==> src/rtl/booth_mult.sv <==
// Sequential radix-4 Booth signed multiplier.
// Retires one Booth digit per clock; P updates only on completion.
module booth_mult #(
    parameter int A_WIDTH = 24,
    parameter int B_WIDTH = 8,
    parameter int P_WIDTH = A_WIDTH + B_WIDTH
) (
    input  logic               clk,
    input  logic               rst_n,
    input  logic               load,
    input  logic [A_WIDTH-1:0] A,
    input  logic [B_WIDTH-1:0] B,
    output logic [P_WIDTH-1:0] P
);

    localparam int DIGITS = B_WIDTH / 2;
    localparam int CNT_W  = $clog2(DIGITS) + 1;

    typedef enum logic {
        S_IDLE,
        S_BUSY
    } state_t;

    state_t             r_state;
    state_t             w_next;
    logic [P_WIDTH-1:0] r_m;
    logic [B_WIDTH:0]   r_br;
    logic [P_WIDTH-1:0] r_acc;
    logic [CNT_W-1:0]   r_cnt;
    logic [P_WIDTH-1:0] r_p;

    logic               w_last;
    logic               w_start;
    logic               w_step;
    logic               w_done;
    logic [2:0]         w_trip;
    logic [P_WIDTH-1:0] w_term;
    logic [CNT_W:0]     w_shamt;
    logic [P_WIDTH-1:0] w_sum;

    assign w_last = (r_cnt == CNT_W'(DIGITS - 1));

    always_ff @(posedge clk or negedge rst_n) begin
        if (!rst_n) begin
            r_state <= S_IDLE;
        end else begin
            r_state <= w_next;
        end
    end

    always_comb begin
        w_next = r_state;
        unique case (r_state)
            S_IDLE: begin
                if (load) w_next = S_BUSY;
            end
            S_BUSY: begin
                if (load)        w_next = S_BUSY;
                else if (w_last) w_next = S_IDLE;
            end
            default: w_next = S_IDLE;
        endcase
    end

    // A load always wins over an in-flight iteration.
    always_comb begin
        w_start = load;
        w_step  = (r_state == S_BUSY) && !load;
        w_done  = w_step && w_last;
    end

    assign w_trip = r_br[2:0];

    always_comb begin
        w_term = '0;
        unique case (w_trip)
            3'b000, 3'b111: w_term = '0;
            3'b001, 3'b010: w_term = r_m;
            3'b011:         w_term = r_m << 1;
            3'b100:         w_term = -(r_m << 1);
            default:        w_term = -r_m;
        endcase
    end

    assign w_shamt = {r_cnt, 1'b0};
    assign w_sum   = r_acc + (w_term << w_shamt);

    always_ff @(posedge clk or negedge rst_n) begin
        if (!rst_n) begin
            r_m   <= '0;
            r_br  <= '0;
            r_acc <= '0;
            r_cnt <= '0;
            r_p   <= '0;
        end else if (w_start) begin
            r_m   <= {{B_WIDTH{A[A_WIDTH-1]}}, A};
            r_br  <= {B, 1'b0};
            r_acc <= '0;
            r_cnt <= '0;
        end else if (w_step) begin
            r_acc <= w_sum;
            r_br  <= r_br >> 2;
            r_cnt <= r_cnt + CNT_W'(1);
            if (w_done) r_p <= w_sum;
        end
    end

    assign P = r_p;

endmodule

==> config.mk <==
export PLATFORM = sky130hd
export DESIGN_NAME = booth_mult
export DESIGN_NICKNAME = d
export VERILOG_FILES = /design/src/rtl/booth_mult.sv
export SDC_FILE = /design/constraint.sdc
export NUM_CORES = 1
export LEC_CHECK = 0
export ABC_CLOCK_PERIOD_IN_PS = 6700
export BUFFER_PORTS_ARGS = -buffer_cell sky130_fd_sc_hd__clkbuf_2
export CAP_MARGIN = 10
export CORE_ASPECT_RATIO = 0.6
export CORE_MARGIN = 4
export CORE_UTILIZATION = 50
export CTS_CLUSTER_DIAMETER = 100
export DETAILED_ROUTE_END_ITERATION = 16
export MAX_ROUTING_LAYER = met4
export PLACE_DENSITY = 0.77
export SLEW_MARGIN = 30
export SYNTH_ARGS = -nofsm -noshare
export SYNTH_HDL_FRONTEND = slang
export SYNTH_SLANG_ARGS = --single-unit
==> constraint.sdc <==
create_clock -name clk -period 6.7 [get_ports clk]
set_input_delay 1.34 -clock clk [delete_from_list [all_inputs] [get_ports clk]]
set_output_delay 1.34 -clock clk [all_outputs]
set_load 0.005 [all_outputs]
== Yosys cells after proc, flatten, opt, wreduce, memory -nomap -nowiden ==
Index checks and enable logic that the tools add are counted.
Storage, ports and cells
  output and inout bits: 32
  bits in registers: 101
  logic and storage cells: 38
  input bits: 35
Cells by class
  add/subtract/negate cells: 4
  bitwise gates (word level): 2
  mux-type cells: 11
  shift-type cells: 1
  reduce and logical (&&, ||, !) cells: 8
  eq/ne operators: 6
Operator list (count)
  32-bit one-hot mux with 4 select lines: 1
  32-bit 2-to-1 mux: 2
  32-bit negator: 2
  32-bit adder: 1
  32-bit by 4-bit << shifter with 32-bit output: 1
  9-bit 2-to-1 mux: 2
  3-bit by 2-bit == test with 1-bit output (second input constant): 3
  3-bit == test (second input constant): 2
  3-bit 2-to-1 mux: 2
  2-bit OR reduction: 2
  3-bit by 1-bit adder with 3-bit output (second input constant): 1
  3-bit by 1-bit == test with 1-bit output (second input constant): 1
  3-bit zero test: 1
  1-bit 2-to-1 mux: 3
  3-bit AND reduction: 1
  1-bit logical AND: 2
  1-bit NOT: 2
  1-bit one-hot mux with 2 select lines: 1
  2-bit nonzero test: 1
  1-bit zero test: 1

== Logic depth before layout (Yosys ltp) ==
  depth after elaboration: 7
  mapped depth: 24
  mapped depth without buffers: 23

== Worst setup path after synthesis ==
OpenSTA, ideal clock, no wires.
  path kind: reg2reg
  from: register r_m[5]
  to: register r_acc[31]
  stages on the path, launching flop included: 22
  path slack: 1468 ps
  arrival time: 5158 ps
  path buffers: 1
  required time: 6626 ps
  clock period less this slack: 5232 ps
  cells stage by stage: dfrtp_1 buf_6 nor4_4 nand2_4 or3_1 xnor2_1 maj3_1 a211oi_1 mux2i_1 mux2i_1 o2bb2ai_1 ha_1 nand3_1 a2111oi_2 a22oi_1 o31a_1 o31a_1 o21ba_1 o211a_1 or4b_1 a21o_1 a21oi_2
On the way
  cells in the longest elaborated chain, start to end: 6
  elaborated cells between the ends (all ways): 7
RTL lines
  start, declared: RTL line 26  | logic [P_WIDTH-1:0] r_m;
  start signal, assigned: RTL line 96  | r_m <= {{B_WIDTH{A[A_WIDTH-1]}}, A};
  32-bit negator (on tied branches): RTL line 81, 80
  32-bit one-hot mux with 4 select lines *: RTL line 76  | unique case (w_trip)
  32-bit by 4-bit << shifter with 32-bit output *: RTL line 86  | assign w_sum = r_acc + (w_term << w_shamt);
  32-bit adder *: RTL line 86
  32-bit 2-to-1 mux *: RTL line 100  | end else if (w_step) begin
  32-bit 2-to-1 mux *: RTL line 95  | end else if (w_start) begin
  end signal, assigned: RTL line 101  | r_acc <= w_sum;
  end, declared: RTL line 28  | logic [P_WIDTH-1:0] r_acc;
Mark *: on every way between the ends. The rest lies on a longest branch, timed or not. The select of a mux whose other input is x is not followed.
A chain may end at the register's enable or synchronous reset.

== Final worst setup path ==
  from: register r_m[6]
  to: register r_acc[31]
Same word-level chain as after synthesis.

==> results.py <==
metrics = {
    "pwr": {
        "power.density_mw_per_mm2": 385,
        "power.leakage_nw": 4.02,
        "peakVddDrop_uv": 218,
        "seqPwrFrac_pct": 28.7,
        "switching_share_pct": 44.0,
        "power_switching_mw": 1.45,
        "clock_power_share_pct": 15.6,
        "internal_power_mw": 1.84,
        "p_comb_share_pct": 55.7,
    },
    "global_route": {
        "track_usage_pct": 24.3,
        "globalRouteOverflowTotal": 0,
        "grt_antenna_before_repair": 0,
        "grt_pass1_vias": 6279,
        "grt_pass1_wl_um": 34200,
        "grt_max_degree": 57,
    },
    "layout": {
        "finish.instance_area_sq_mm": 0.00856,
        "area_growth_syn_to_layout_pct": 8.51,
        "diodes": 0,
        "fillers": 1409,
        "nets": 972,
        "drive_above_1_share_pct": 19.4,
    },
    "setup_path": {
        "cpPeakStageDelay_ns": 0.50,
        "crit_slowest_cell": "nor4_4",
        "r2r_slack_ns": 0.71,
        "crit_fanout": 7,
        "crit_arrival_ns": 6.28,
        "cp_cell_sequence": "nor4_4 > nand2_4 > or3_1 > xnor2_1 > maj3_1 > a211oi_1 > mux2i_1 > mux2i_1 > o2bb2ai_1 > ha_1 > nand3_1 > a2111oi_2 > a22oi_1 > o31a_1 > o31a_1 > o21ba_1 > o211a_1 > or4b_1 > a21o_1 > a21oi_2",
        "critPathCaptureType": "register",
        "r2r_cells": 20,
        "crit_buf_inv": 0,
        "required_ns": 6.99,
        "crit_family": "compound AO/OA/AOI/OAI gates",
        "reg2reg_from": "r_m[6]$_DFFE_PN0P_",
        "crit_type": "register to register",
        "r2r-end": "r_acc[31]$_DFFE_PN0P_",
        "start_kind": "register",
    },
    "yosys": {
        "synth_xor_area_share_pct": 4.95,
        "ys_seq_elements": 101,
        "syn_area_per_cell_sq_um": 8.96,
        "synth_adder_area_share_pct": 6.16,
        "synth_edf_count": 0,
        "synth.mux.area_fraction_pct": 16.4,
        "ys_seq_area_share_pct": 32.1,
        "netlist.area_leader.share_pct": 32.1,
        "yosysWarnings": 0,
        "synthFlopType": "dfrtp_1",
        "syn_inst": 880,
        "synth_top_family_by_area": "compound AO/OA/AOI/OAI gates",
        "syn-num-nets": 950,
        "synthesis.area_sq_mm": 0.00789,
        "yosysTopAreaCell": "dfrtp_1",
        "synth_area_leaders": "dfrtp_1 32%, mux2_2 8.3%, mux2i_1 7.9%",
        "synth_simple_gate_area_share_pct": 15.2,
        "netlist_top_cells_count": "101 x dfrtp_1, 83 x nor2_1, 76 x nand2_1",
        "ys_types": 84,
        "synthArstFlopShare_pct": 100,
        "synth_compound_area_share_pct": 20.6,
        "synth_most_common_cell": "dfrtp_1",
    },
    "clocking": {
        "clk_latency_ns": 0.36,
        "ctsHoldBuffers": 0,
        "numCtsBuffers": 9,
        "tritoncts": "built",
        "cts-htree-levels": 3,
        "cts.path.max_buffers": 2,
        "clockRootBuffer": "clkbuf_16",
        "post_cts_buffers": 0,
        "clkSinkCount": 101,
        "cts_resized": 0,
        "path_clk_slew_ns": 0.08,
    },
    "route": {
        "drcViolationCount": 0,
        "drtIter0Drc": 818,
        "ant_nets": 0,
        "vias": 6902,
        "wl_per_cell_um": 18.9,
        "drt_first_pass_iters": 5,
        "routed_wl_um": 21000,
        "vias_per_cell": 6.22,
    },
    "placement": {
        "dp_hpwl_um": 15500,
        "port_buffers": 66,
        "dpl_cell_area_sq_mm": 0.00828,
        "dp_slack_ns": 0.820,
        "gp_congestion": 1.04,
    },
    "run": {
        "maxCapViolCount": 0,
    },
    "timing": {
        "relSlewSlack_pct": 44.1,
        "tightest_slew_ns": 0.839,
        "fin_crit_ns": 5.99,
        "slew_violations": 0,
        "finalWorstSetupSlack_ns": 0.710,
        "fin_crit_sh_pct": 89.4,
        "setup_tns_ns": 0,
        "setup_viol": 0,
        "rsz0062_at_grt": "no",
        "fin_skew_ns": 0.0129,
        "hold_violations": 0,
        "fmax_ghz": 0.167,
    },
    "min_path": {
        "hp-class": "register to register",
        "holdPathEnd": "P[21]$_DFFE_PN0P_",
        "hold_depth": 2,
        "hp-start": "P[21]$_DFFE_PN0P_",
    },
    "die": {
        "io_pins": 67,
        "die_w_um": 170,
        "start_util_pct": 51.2,
        "rows": 35,
        "fp.coreArea_sq_mm": 0.0154,
        "die_area_sq_mm": 0.0179,
        "die_h_um": 105,
    },
    "outcome": {
        "outcome": "finished clean",
    },
}
==> worst max path at each step <==
stage | startpoint | to | slack (ns) | depth (start not counted)
global placement | r_m[0]$_DFFE_PN0P_ | r_acc[31]$_DFFE_PN0P_ | 1.02 | 22
global route | r_m[0]$_DFFE_PN0P_ | r_acc[31]$_DFFE_PN0P_ | 0.38 | 22
detailed placement | r_m[6]$_DFFE_PN0P_ | r_acc[31]$_DFFE_PN0P_ | 0.82 | 20
CTS | r_m[6]$_DFFE_PN0P_ | r_acc[31]$_DFFE_PN0P_ | 0.79 | 20
floorplan | r_m[5]$_DFFE_PN0P_ | r_acc[31]$_DFFE_PN0P_ | 1.47 | 21
finish | r_m[6]$_DFFE_PN0P_ | r_acc[31]$_DFFE_PN0P_ | 0.71 | 20
==> cell type report <==
class	instances	area [sq um]	share of cell area [%]
multi-input combinational	691	5000	58.4
clock buffer	11	233	2.72
inverter	22	82.6	0.965
clock inverter	5	42.5	0.497
sequential	101	2530	29.6
tap	203	254	2.97
timing repair buffer	77	415	4.86
==> metal layers <==
layer | share of wire (%) | routed length [um] | vias up | track usage, %
li1 | - | - | 3243 | -
met1 | 51 | 10800 | 3311 | 39.2
met2 | 38 | 7900 | 328 | 30.2
met3 | 10 | 2100 | 20 | 6.33
met4 | 1.0 | 214 | 0 | 3.53
met5 | 0 | 0 | - | -
==> worst register-to-register path, delay by kind of cell, from the launching register on <==
kind	cells	cell delay (ns)
xor gates and xnor gates	1	0.19
DFF	1	0.47
AOI/OAI and AO/OA	10	2.52
and+or+nand+nor	5	1.71
muxes	2	0.42
adders and majority gates	2	0.62
==> per-stage QoR <==
step / cells / util [%] / hold WS, ns / total power [mW]
finish: 1110 / 55.5 / 0.485 / 3.29
global placement: 1094 / 53.7 / 0.460 / 2.72
global route: 1110 / 55.5 / 0.516 / 3.54
floorplan: 880 / - / 0.470 / 2.28
CTS: 1110 / 55.5 / 0.496 / 3.27
detailed placement: 1094 / 53.7 / 0.479 / 2.75
==> cells by family (layout without fill, tap and decap cells) <==
family,Yosys count,after routing
AOI/OAI and AO/OA,246,246
and+or+nand+nor,242,242
muxes,121,121
DFF,101,101
buffers and inverters,88,115
xor gates and xnor gates,43,43
adders and majority gates,39,39
==> sequential cells by signal, summed over array words and instances, names as in the netlist <==
name,count
r_acc,32
r_br,9
P,32
r_cnt,3
r_m,24
r_state,1
==> cells in the final DEF, fill, tap and decap left out, types with 20 or more instances in the layout <==
master / n
o21ai_0: 62
clkbuf_2: 65
mux2i_1: 62
a21oi_1: 57
inv_1: 20
nor2_1: 83
ha_1: 34
dfrtp_1: 99
nor3_1: 20
nand2_1: 76
xnor2_1: 30
mux2_2: 58
==> power groups by stage <==
stage / logic (mW) / registers [mW] / clock network (mW)
finish: 1.83 / 0.947 / 0.513
global route: 2.02 / 0.971 / 0.549
CTS: 1.81 / 0.943 / 0.522
detailed placement: 1.80 / 0.951 / 0
global placement: 1.77 / 0.948 / 0
floorplan: 1.38 / 0.895 / 0
No activity file was read; power rests on OpenSTA's default activity.
